`src/rtl/caesar_decipher_stream.sv`:
```
// Streaming Caesar decipher: applies the inverse of an encryption-side key to a byte
// stream and buffers the plaintext in a small FIFO ahead of a valid/ready output.
module caesar_decipher_stream #(
  parameter int FIFO_DEPTH = 4,
  parameter int CNT_W      = 16
) (
  input  logic             clk,
  input  logic             rst_n,
  input  logic             key_load,
  input  logic             key_shift_dir,
  input  logic [4:0]       key_shift_num,
  input  logic             in_valid,
  output logic             in_ready,
  input  logic [7:0]       in_char,
  input  logic             in_last,
  output logic             out_valid,
  input  logic             out_ready,
  output logic [7:0]       out_char,
  output logic             out_last,
  output logic             err_invalid_key_shift_num,
  output logic             busy,
  output logic [CNT_W-1:0] char_count
);

  localparam int PTR_W = $clog2(FIFO_DEPTH);
  localparam int FCNT_W = PTR_W + 1;
  localparam logic [FCNT_W-1:0] DEPTH_C = FCNT_W'(FIFO_DEPTH);

  typedef enum logic [1:0] {
    KEY_WAIT = 2'd0,
    RUN      = 2'd1,
    DRAIN    = 2'd2
  } state_t;

  state_t             state_q, state_d;
  logic               key_dir_q, key_dir_d;
  logic [4:0]         key_num_q, key_num_d;
  logic               err_q, err_d;
  logic [CNT_W-1:0]   char_count_q, char_count_d;
  logic [PTR_W-1:0]   wr_ptr_q, wr_ptr_d;
  logic [PTR_W-1:0]   rd_ptr_q, rd_ptr_d;
  logic [FCNT_W-1:0]  fifo_cnt_q, fifo_cnt_d;
  logic [7:0]         mem_char_q [FIFO_DEPTH];
  logic [7:0]         mem_char_d [FIFO_DEPTH];
  logic               mem_last_q [FIFO_DEPTH];
  logic               mem_last_d [FIFO_DEPTH];

  logic fifo_empty;
  logic fifo_full;
  logic push;
  logic pop;
  logic key_ok;
  logic key_accept;
  logic head_last;

  function automatic logic [7:0] decipher(input logic [7:0] c, input logic dir,
                                          input logic [4:0] n);
    logic [7:0] base;
    logic [5:0] o;
    logic [5:0] r;
    logic       is_letter;
    base      = 8'h00;
    is_letter = 1'b0;
    if (c >= 8'h41 && c <= 8'h5A) begin
      base      = 8'h41;
      is_letter = 1'b1;
    end else if (c >= 8'h61 && c <= 8'h7A) begin
      base      = 8'h61;
      is_letter = 1'b1;
    end
    o = 6'(c - base);
    // Encryption shifted right by n, so undo it by adding 26-n; left shifts undo by adding n.
    if (dir) r = o + {1'b0, n};
    else     r = o + 6'd26 - {1'b0, n};
    if (r >= 6'd26) r = r - 6'd26;
    return is_letter ? (base + {2'b00, r}) : c;
  endfunction

  // Valid/ready: a byte moves on a channel only in a cycle where valid and ready are both
  // high at the rising edge; valid never waits on ready, and ready here never looks at valid.
  always_comb begin
    fifo_empty = (fifo_cnt_q == '0);
    fifo_full  = (fifo_cnt_q == DEPTH_C);
    in_ready   = (state_q == RUN) && !fifo_full;
    out_valid  = !fifo_empty;
    out_char   = fifo_empty ? 8'h00 : mem_char_q[rd_ptr_q];
    head_last  = mem_last_q[rd_ptr_q];
    out_last   = !fifo_empty && head_last;
    push       = in_valid && in_ready;
    pop        = out_valid && out_ready;
    key_ok     = (key_shift_num <= 5'd26);
    key_accept = key_load &&
                 ((state_q == KEY_WAIT) || ((state_q == RUN) && fifo_empty && !push));
    busy       = !fifo_empty || (state_q == DRAIN);
    err_invalid_key_shift_num = err_q;
    char_count = char_count_q;
  end

  always_comb begin
    state_d      = state_q;
    key_dir_d    = key_dir_q;
    key_num_d    = key_num_q;
    err_d        = err_q;
    char_count_d = char_count_q;

    if (push && (char_count_q != '1)) char_count_d = char_count_q + 1'b1;

    case (state_q)
      KEY_WAIT, RUN: begin
        if (key_accept) begin
          if (key_ok) begin
            key_dir_d    = key_shift_dir;
            key_num_d    = key_shift_num;
            err_d        = 1'b0;
            char_count_d = '0;
            state_d      = RUN;
          end else begin
            err_d   = 1'b1;
            state_d = KEY_WAIT;
          end
        end else if ((state_q == RUN) && push && in_last) begin
          state_d = DRAIN;
        end
      end
      DRAIN: begin
        if (pop && head_last) state_d = RUN;
      end
      default: state_d = KEY_WAIT;
    endcase
  end

  always_comb begin
    mem_char_d = mem_char_q;
    mem_last_d = mem_last_q;
    wr_ptr_d   = wr_ptr_q;
    rd_ptr_d   = rd_ptr_q;
    fifo_cnt_d = fifo_cnt_q;
    if (push) begin
      mem_char_d[wr_ptr_q] = decipher(in_char, key_dir_q, key_num_q);
      mem_last_d[wr_ptr_q] = in_last;
      wr_ptr_d             = wr_ptr_q + 1'b1;
    end
    if (pop) rd_ptr_d = rd_ptr_q + 1'b1;
    if (push && !pop)      fifo_cnt_d = fifo_cnt_q + 1'b1;
    else if (pop && !push) fifo_cnt_d = fifo_cnt_q - 1'b1;
  end

  always_ff @(posedge clk or negedge rst_n) begin
    if (!rst_n) begin
      state_q      <= KEY_WAIT;
      key_dir_q    <= 1'b0;
      key_num_q    <= 5'd0;
      err_q        <= 1'b0;
      char_count_q <= '0;
      wr_ptr_q     <= '0;
      rd_ptr_q     <= '0;
      fifo_cnt_q   <= '0;
      for (int i = 0; i < FIFO_DEPTH; i++) begin
        mem_char_q[i] <= 8'h00;
        mem_last_q[i] <= 1'b0;
      end
    end else begin
      state_q      <= state_d;
      key_dir_q    <= key_dir_d;
      key_num_q    <= key_num_d;
      err_q        <= err_d;
      char_count_q <= char_count_d;
      wr_ptr_q     <= wr_ptr_d;
      rd_ptr_q     <= rd_ptr_d;
      fifo_cnt_q   <= fifo_cnt_d;
      mem_char_q   <= mem_char_d;
      mem_last_q   <= mem_last_d;
    end
  end

endmodule

```
`config.mk`:
```
export PLATFORM = sky130hd
export DESIGN_NAME = caesar_decipher_stream
export DESIGN_NICKNAME = d
export VERILOG_FILES = /design/src/rtl/caesar_decipher_stream.sv
export SDC_FILE = /design/constraint.sdc
export NUM_CORES = 1
export LEC_CHECK = 0
export ABC_AREA = 1
export ABC_CLOCK_PERIOD_IN_PS = 4640
export CORE_MARGIN = 2
export CORE_UTILIZATION = 40
export DETAILED_ROUTE_END_ITERATION = 8
export PLACE_DENSITY = 0.58
export SLEW_MARGIN = 40
export SYNTH_ARGS = -nofsm -noshare
export SYNTH_HDL_FRONTEND = slang
export SYNTH_SLANG_ARGS = --single-unit
```
`constraint.sdc`:
```
create_clock -name clk -period 4.64 [get_ports clk]
set_input_delay 0.928 -clock clk [delete_from_list [all_inputs] [get_ports clk]]
set_output_delay 0.928 -clock clk [all_outputs]
set_load 0.1 [all_outputs]
```
# Yosys cells after proc, flatten, opt, wreduce, memory -nomap -nowiden
# Cells that the tools add are included.
[classes]
addsub = 11
n_lt_le_gt_ge = 9
eq_ne = 6
mux = 36
bitwise = 2
n_reduce_logical = 29
[ops]
columns = ["operator", "count"]
rows = [
  ["two-way mux 16 bit", 4],
  ["two-way mux 8 bit", 6],
  ["bitwise mux 32 bit", 1],
  ["two-way mux 6 bit", 4],
  ["adder 16 x 1 -> 16 bit (second input constant)", 1],
  ["binary-select mux 8 bit (select 2 bit)", 1],
  ["demux 8 bit (select 2 bit)", 1],
  ["greater-or-equal comparator 8 x 7 -> 1 bit (second input constant)", 2],
  ["<= comparator 8 x 7 -> 1 bit (second input constant)", 2],
  ["logical AND 1 bit", 16],
  ["!= test 16 bit (second input constant)", 1],
  ["two-way mux 7 bit", 2],
  ["adder 8 x 6 -> 8 bit", 1],
  ["two-way mux 1 bit", 8],
  ["adder 6 x 5 -> 6 bit", 1],
  ["adder 6 x 5 -> 6 bit (second input constant)", 1],
  ["greater-or-equal comparator 3 bit (second input constant)", 2],
  ["greater-or-equal comparator 6 x 5 -> 1 bit (second input constant)", 1],
  ["two-way mux 2 bit", 3],
  ["two-way mux 3 bit", 2],
  ["inverter 2 -> 3 bit", 2],
  ["subtractor 6 x 5 -> 6 bit", 1],
  ["subtractor 6 x 5 -> 6 bit (second input constant)", 1],
  ["subtractor 6 bit", 1],
  ["22 further kinds", 28],
]
[totals]
regBits = 68
in_bits = 20
elab_cells = 109

# Longest topological paths before layout
# Gate-level depths: netlist of the first run.
[logic_depth]
depth_word = 16
depth_mapped = 32
ltp_nobuf = 32

# Worst setup path before layout of the first run
# Ideal clock, no wire load.
[synth_path]
path_kind = "input-to-reg"
start = "input port in_char[4]"
end = "register mem_char_q[21] (netlist bit)"
t_arrival_ps = 4765
setup_slack_ps = -243
path_stages = 25
path_cell_list = "nor2_2 > nand3_2 > nand3_4 > nand2_2 > ha_1 > ha_1 > inv_1 > ha_1 > ha_1 > fa_1 > nand2_1 > o21ai_1 > inv_1 > ha_1 > nor3_1 > xnor2_1 > a31oi_1 > ha_1 > inv_1 > nor2_1 > nand4_1 > nand3_1 > nand2_2 > nand2_1 > nand2_1"
[synth_via]
elab_chain_len = 16
[synth_rtl]
columns = ["element", "line_no", "rtl"]
rows = [
  ["from (decl)", "14", "input logic [7:0] in_char,"],
  ["greater-or-equal comparator 8 x 7 -> 1 bit / <= comparator 8 x 7 -> 1 bit (equally long branches)", "67", "end else if (c >= 8'h61 && c <= 8'h7A) begin"],
  ["logical AND 1 bit", "67", ""],
  ["two-way mux 7 bit", "67", ""],
  ["two-way mux 7 bit", "64", "if (c >= 8'h41 && c <= 8'h5A) begin"],
  ["two-way mux 8 bit", "138", "if (push) begin"],
  ["subtractor 6 bit", "71", "o = 6'(c - base);"],
  ["adder 6 x 5 -> 6 bit", "74", "else r = o + 6'd26 - {1'b0, n};"],
  ["subtractor 6 x 5 -> 6 bit", "74", ""],
  ["two-way mux 6 bit", "73", "if (dir) r = o + {1'b0, n};"],
  ["two-way mux 6 bit", "138", ""],
  ["subtractor 6 x 5 -> 6 bit / greater-or-equal comparator 6 x 5 -> 1 bit (equally long branches)", "75", "if (r >= 6'd26) r = r - 6'd26;"],
  ["two-way mux 6 bit", "75", ""],
  ["two-way mux 6 bit", "138", ""],
  ["adder 8 x 6 -> 8 bit", "76", "return is_letter ? (base + {2'b00, r}) : c;"],
  ["two-way mux 8 bit (*)", "76", ""],
  ["bitwise mux 32 bit (*)", "139", "mem_char_d[wr_ptr_q] = decipher(in_char, key_dir_q, key_num_q);"],
  ["to (signal assigned)", "171", "mem_char_q <= mem_char_d;"],
  ["to (decl)", "43", "logic [7:0] mem_char_q [FIFO_DEPTH];"],
]
# Mark *: on every way between the ends. The rest lies on a longest branch, timed or not. The select of a mux whose other input is x is not followed.
# A chain may end at the register's enable or synchronous reset.

# Final worst setup path of the first run
[layout_path]
start = "input port in_char[4]"
end = "register mem_char_q[5] (netlist bit)"
# The elaborated chain is that of the path after synthesis.

==> out/metrics.yaml, run 1 <==
run_status:
  run_status: "finished, final reports clean"
setup_path:
  path_class: "in -> reg"
  endpoint_kind: "register"
  r2r_start: "key_num_q[1]"
  crit_path_frequent_cell: "buf_4"
  slowest_stage: "fa_2"
  path_max_fanout: 4
  critPathRequiredTime_ns: 4.87
  cp-startpoint: "in_char[4]"
  start_kind: "primary input"
  crit_arrival_ns: 4.71
  max_stage_delay_ns: 0.55
logic_synthesis:
  syn_area_um2: 4450
  ys.flop_type: "dfrtp_1"
  synth_edf_count: 0
  ys_top_cells_by_area: "dfrtp_1 (38%), nand2_1 (13%), ha_1 (7.6%), o21ai_0 (5.3%), inv_1 (5.2%)"
  async_flop_share: 1.00
  synth_top_cell_by_area: "dfrtp_1"
  syn-num-nets: 647
  synthDominantCellAreaShare: 0.382
  ys_seq_area_frac: 0.382
  synthTopCellsByCount: "nand2_1 (158), dfrtp_1 (68), inv_1 (62)"
  avgSynthCellArea_um2: 7.46
  synthCells: 597
  synth_seq_cells: 68
  yosysMostFrequentCell: "nand2_1"
  ys_types: 39
  synth_warnings: 0
global_routing:
  grt_max_degree: 41
  grt_pass1_wl_um: 19200
  grt_pass1_vias: 4111
  antenna_found_initial: 0
  grt_overflow_total: 0
  grt_usage: 0.205
timing:
  setup_viol: 0
  period_share: 0.965
  fmax_mhz: 223
  hold_violations: 0
  slew_viol_final: 0
  maxSlewHeadroom: 0.519
  hold_ws_ns: 0.481
  tightest_slew_ns: 0.722
  final.min_clock_period_ns: 4.48
  skew_ns: 0.0126
clock_tree:
  cts_root_buffer: "clkbuf_8"
  clk_pin_slew_ns: 0.07
  cts_tree: "done"
  h-tree-depth: 3
  clock-sinks: 68
  clk_path_buf_depth: 2
  clk_latency_ns: 0.35
  numCtsBuffers: 9
routing:
  drc: 0
  avgRoutedWirePerCell_um: 13.8
  drt_iter0_drc: 187
  ant_nets: 0
  vias_per_cell: 4.94
  wl_met2_um: 5420
  routed_wl_um: 11800
  vias: 4218
  wl_met1_um: 5620
  top_layer: "met4"
  dr_wl_met3_um: 519
  dr.pass1.iters: 5
layout:
  fin_nets: 759
  multi_input_area_um2: 2660
  drive_gt1_frac: 0.251
  n_fill_cell: 1057
  fin_cells: 854
  diodes: 0
  area_delta_synth_final_pct: 31.4
  utilization: 0.540
  seq_area_um2: 1700
floorplan:
  die_area_um2: 12000
  io_pins: 49
  die_height_um: 109
  coreArea_um2: 10800
  die_w_um: 109
  rows: 38
  initial_core_util: 0.411
place:
  dpl.hpwl_um: 8420
  io_buffers: 48
  gp_congestion: 0.959
  dp.cells: 823
min_path:
  hold_start: "mem_char_q[0]"
  hold_path.class: "reg -> reg"
job:
  drv_cap: 0
-- critical path: cells and delay by family --
| family | cells | cell delay (ns) |
|---|---|---|
| and+or+nand+nor | 14 | 1.34 |
| adders and majority gates | 4 | 1.17 |
| buffers and inverters | 9 | 1.01 |
| AOI/OAI and AO/OA | 1 | 0.09 |
| xor gates and xnor gates | 1 | 0.17 |
-- final timing paths --
check	endpoint	slack, ns	cells after the start
min	mem_char_q[0]	0.48	2
max in group asynchronous	state_q[0]	3.30	2
min in group asynchronous	mem_char_q[20]	0.54	1
max	mem_char_q[5]	0.16	29
min reg2reg	mem_char_q[0]	0.48	2
max reg2reg	mem_char_q[5]	1.38	20
-- logic make-up (layout without fill, tap and decap cells) --
group	count (synthesis)	after routing	share of synthesized area
xor+xnor	19	19	0.0391
compound gates	91	91	0.109
mux	1	1	0.00253
flops	68	68	0.382
simple gates	306	306	0.309
fa+ha+maj	30	30	0.0894
buf+inv	82	199	0.0694
-- flip-flops by register name, indices dropped and copies added, names as in the netlist --
signal	count
err_invalid_key_shift_num	1
wr_ptr_q	2
key_dir_q	1
char_count	16
state_q	2
fifo_cnt_q	3
rd_ptr_q	2
mem_char_q	32
mem_last_q	4
key_num_q	5
-- area by class of cell --
cell class / count / area share
timing repair buffer: 110 / 0.138
sequential: 68 / 0.291
clock buffer: 13 / 0.0306
clock inverter: 3 / 0.00727
inverter: 73 / 0.0481
multi-input combinational: 447 / 0.455
tap: 140 / 0.0299
-- layout by cell type (no fill, tap or decap), drive strengths merged, types with 2 or more instances in the layout --
master	synthesis	routed
o21bai	3	3
fa	3	3
clkbuf	8	16
clkinvlp	0	3
a31oi	2	2
buf	1	93
nand3	42	42
a21oi	30	30
xnor2	6	6
nor2	67	67
or2	2	2
nand4	12	12
xor2	13	13
clkdlybuf4s50	0	10
ha	27	27
nor3	7	7
nand2	170	170
inv	68	66
dfrtp	68	68
o21ai	52	52
dlymetal6s2s	0	2
clkinv	5	6
and3	2	2
nand3b	3	3
-- repair_timing --
| action | CTS | global route |
|---|---|---|
| resized for setup | 22 | 26 |
| gates cloned | 0 | 0 |
| hold buffers | 0 | 0 |
| endpoints found under the setup margin | 28 | 28 |
| pin swaps | 7 | 24 |
| buffers inserted | 8 | 8 |
-- routing by layer --
metal,vias up,GRT usage
li1,2143,-
met1,1972,0.271
met2,86,0.336
met3,17,0.0522
met4,0,0.0515
met5,-,0
-- through the flow --
stage          setup WS [ns]  area [µm²]  TNS (ns)
6_report               0.163        5850         0
5_1_grt              -0.0217        5850   -0.0259
4_1_cts               0.0250        5730         0
3_5_place_dp          -0.754        5360    -17.72
2_1_floorplan         0.0277        4520         0
3_3_place_gp          -0.629        5460    -14.40
Power of run 1 is left out: the tool's default activity adds up to more than one toggle a clock period on the data nets, which glitch-free logic cannot reach.
==> run 2, diff against run 1 <==
- SLEW_MARGIN: 40 -> 20
==> out/metrics.yaml, run 2 (synthesis results as in run 1) <==
setup_path:
  path_max_fanout: 4  # unchanged
  critPathRequiredTime_ns: 4.88  # about the same
  reg2reg_depth: 18  # -10%
  r2r_setup_slack_ns: 1.47  # +0.09 ns
  r2r_start: "key_num_q[1]"
  crit_arrival_ns: 4.66  # -0.05 ns
  endpoint_kind: "register"
  path_class: "in -> reg"
  rr_endpoint: "mem_char_q[21]"
  start_kind: "primary input"
clock_tree:
  cts_root_buffer: "clkbuf_8"
  clk_latency_ns: 0.34  # about the same
  clock-sinks: 68  # unchanged
  cts_tree: "done"
  numCtsBuffers: 9  # unchanged
  clk_pin_slew_ns: 0.07  # about the same
  cts_hold_buffers: 0  # unchanged
  h-tree-depth: 3  # unchanged
  clk_path_buf_depth: 2  # unchanged
global_routing:
  grt_pass1_wl_um: 19600  # +2.3%
  grt_usage: 0.209  # +0.00448
  grt_busiest_layer: "met2"
  grt.met2_usage: 0.340  # +0.00353
  use_met3: 0.0593  # +0.00711
  grt_pass1_vias: 4146  # +0.85%
  antenna_found_initial: 0  # unchanged
  grt_max_degree: 41  # unchanged
  met1_usage: 0.280  # +0.00955
  grt_overflow_total: 0  # unchanged
place:
  dp.cells: 823  # unchanged
  dpl.hpwl_um: 8440  # +0.30%
  place_ws_ns: -0.773  # -0.0185 ns
  io_buffers: 48  # unchanged
  gp_congestion: 0.959  # unchanged
min_path:
  hold_start: "mem_char_q[21]"
  hold_end: "mem_char_q[21]"
  hold_depth: 2  # unchanged
  hold_path.class: "reg -> reg"
routing:
  drt_iter0_drc: 197  # +5.3%
  routed_wl_um: 11700  # -0.35%
  avgRoutedWirePerCell_um: 13.8  # about the same
  ant_nets: 0  # unchanged
  dr.pass1.iters: 4  # -1
  drc: 0  # unchanged
  vias_per_cell: 4.90  # -0.69%
  vias: 4174  # -1.0%
layout:
  largest_reg_flops: 32  # unchanged
  drive_gt1_frac: 0.224  # -0.0271
  fin_cells: 851  # -0.35%
  diodes: 0  # unchanged
  top_register: "mem_char_q"
  n_fill_cell: 1019  # -3.6%
  multi_input_area_um2: 2720  # +2.2%
  final_cell_mix: "nand2_1 (156), dfrtp_1 (68), buf_4 (67)"
  layout_commonest_cell: "nand2_1"
  area_delta_synth_final_pct: 34.3
  fin_nets: 757  # -0.26%
  seq_area_um2: 1700  # unchanged
floorplan:
  rows: 38  # unchanged
  initial_core_util: 0.411  # unchanged
  die_w_um: 109  # unchanged
  coreArea_um2: 10800  # unchanged
  die_area_um2: 12000  # unchanged
  die_height_um: 109  # unchanged
  io_pins: 49  # unchanged
timing:
  hold_violations: 0  # unchanged
  tightest_slew_ns: 1.02  # +0.299 ns
  period_share: 0.953  # -0.0121
  maxSlewHeadroom: 0.317  # -0.202
  slew_viol_final: 0  # unchanged
  fmax_mhz: 226  # +1.3%
  postLayoutSetupSlackWorst_ns: 0.219  # +0.0563 ns
  final.min_clock_period_ns: 4.42  # -0.0563 ns
  hold_ws_ns: 0.478  # -0.00338 ns
  skew_ns: 0.00951  # -0.00307 ns
  setup_viol: 0  # unchanged
run_status:
  run_status: "finished, final reports clean"
job:
  drv_cap: 0  # unchanged
run 2: cell types whose count changed in the layout (fill, tap and decap cells not counted), moves of 2 or more:
cell             previous run  this run
clkbuf_1                    0         2
ha_4                        9        11
inv_2                      10        12
buf_2                      21         1
clkdlybuf4s50_1            10        31
buf_4                      71        67
nand3_1                    34        32
inv_1                      56        54
run 2: timing repair:
item | CTS | global route
hold endpoints to repair | 0 | 0
setup buffers | 7 | 6
cloned | 0 | 0
pin swaps | 11 | 24
endpoints found under the setup margin | 28 | 28
resized for setup | 26 | 30
run 2: final cells by class:
| cell class | instances | share of cell area |
|---|---|---|
| multi-input combinational | 447 | 0.455 |
| sequential | 68 | 0.285 |
| timing repair buffer | 108 | 0.150 |
| inverter | 73 | 0.0471 |
| tap | 140 | 0.0293 |
| clock buffer | 14 | 0.0289 |
| clock inverter | 1 | 0.00502 |
run 2: critical path, cell delays in order:
cell	delay [ns]
dlygate4sd2_1	0.27
nor2_1	0.11
nand2_1	0.06
nand2_2	0.12
nand3_4	0.09
nand2_4	0.08
ha_4	0.16
ha_4	0.17
xor2_4	0.22
ha_4	0.17
inv_2	0.05
fa_2	0.55
nand2_1	0.06
o21ai_2	0.09
inv_2	0.07
ha_4	0.17
nor3_4	0.20
xnor2_2	0.13
a31oi_1	0.06
ha_1	0.30
inv_2	0.04
nor2_2	0.09
nand4_1	0.12
nand3_1	0.13
nand2_2	0.08
nand2_1	0.06
nand2_1	0.06
run 2: worst max-delay path by stage:
| stage | cells past startpoint | to | slack (ns) | start |
|---|---|---|---|---|
| 2_1_floorplan | 26 | mem_char_q[21] | 0.03 | in_char[3] |
| 3_3_place_gp | 31 | mem_char_q[21] | -0.63 | in_char[1] |
| 3_5_place_dp | 31 | mem_char_q[5] | -0.77 | in_char[1] |
| 4_1_cts | 29 | mem_char_q[21] | 0.02 | in_char[5] |
| 5_1_grt | 27 | mem_char_q[21] | -0.0004 | in_char[0] |
| 6_report | 27 | mem_char_q[21] | 0.22 | in_char[0] |
run 2: routing by layer:
metal,part of all wire,vias to the layer above
met3,0.052,10
li1,-,2142
met2,0.47,92
met4,0.0081,0
met1,0.47,1930
met5,0,-
run 2: per-stage QoR:
stage	instance area, µm²	setup TNS [ns]	util
2_1_floorplan	4520	0	-
3_3_place_gp	5460	-14.40	0.504
3_5_place_dp	5460	-18.49	0.504
4_1_cts	5850	0	0.540
5_1_grt	5980	-0.000421	0.551
6_report	5980	0	0.551
Power of run 2 is left out for the same reason.
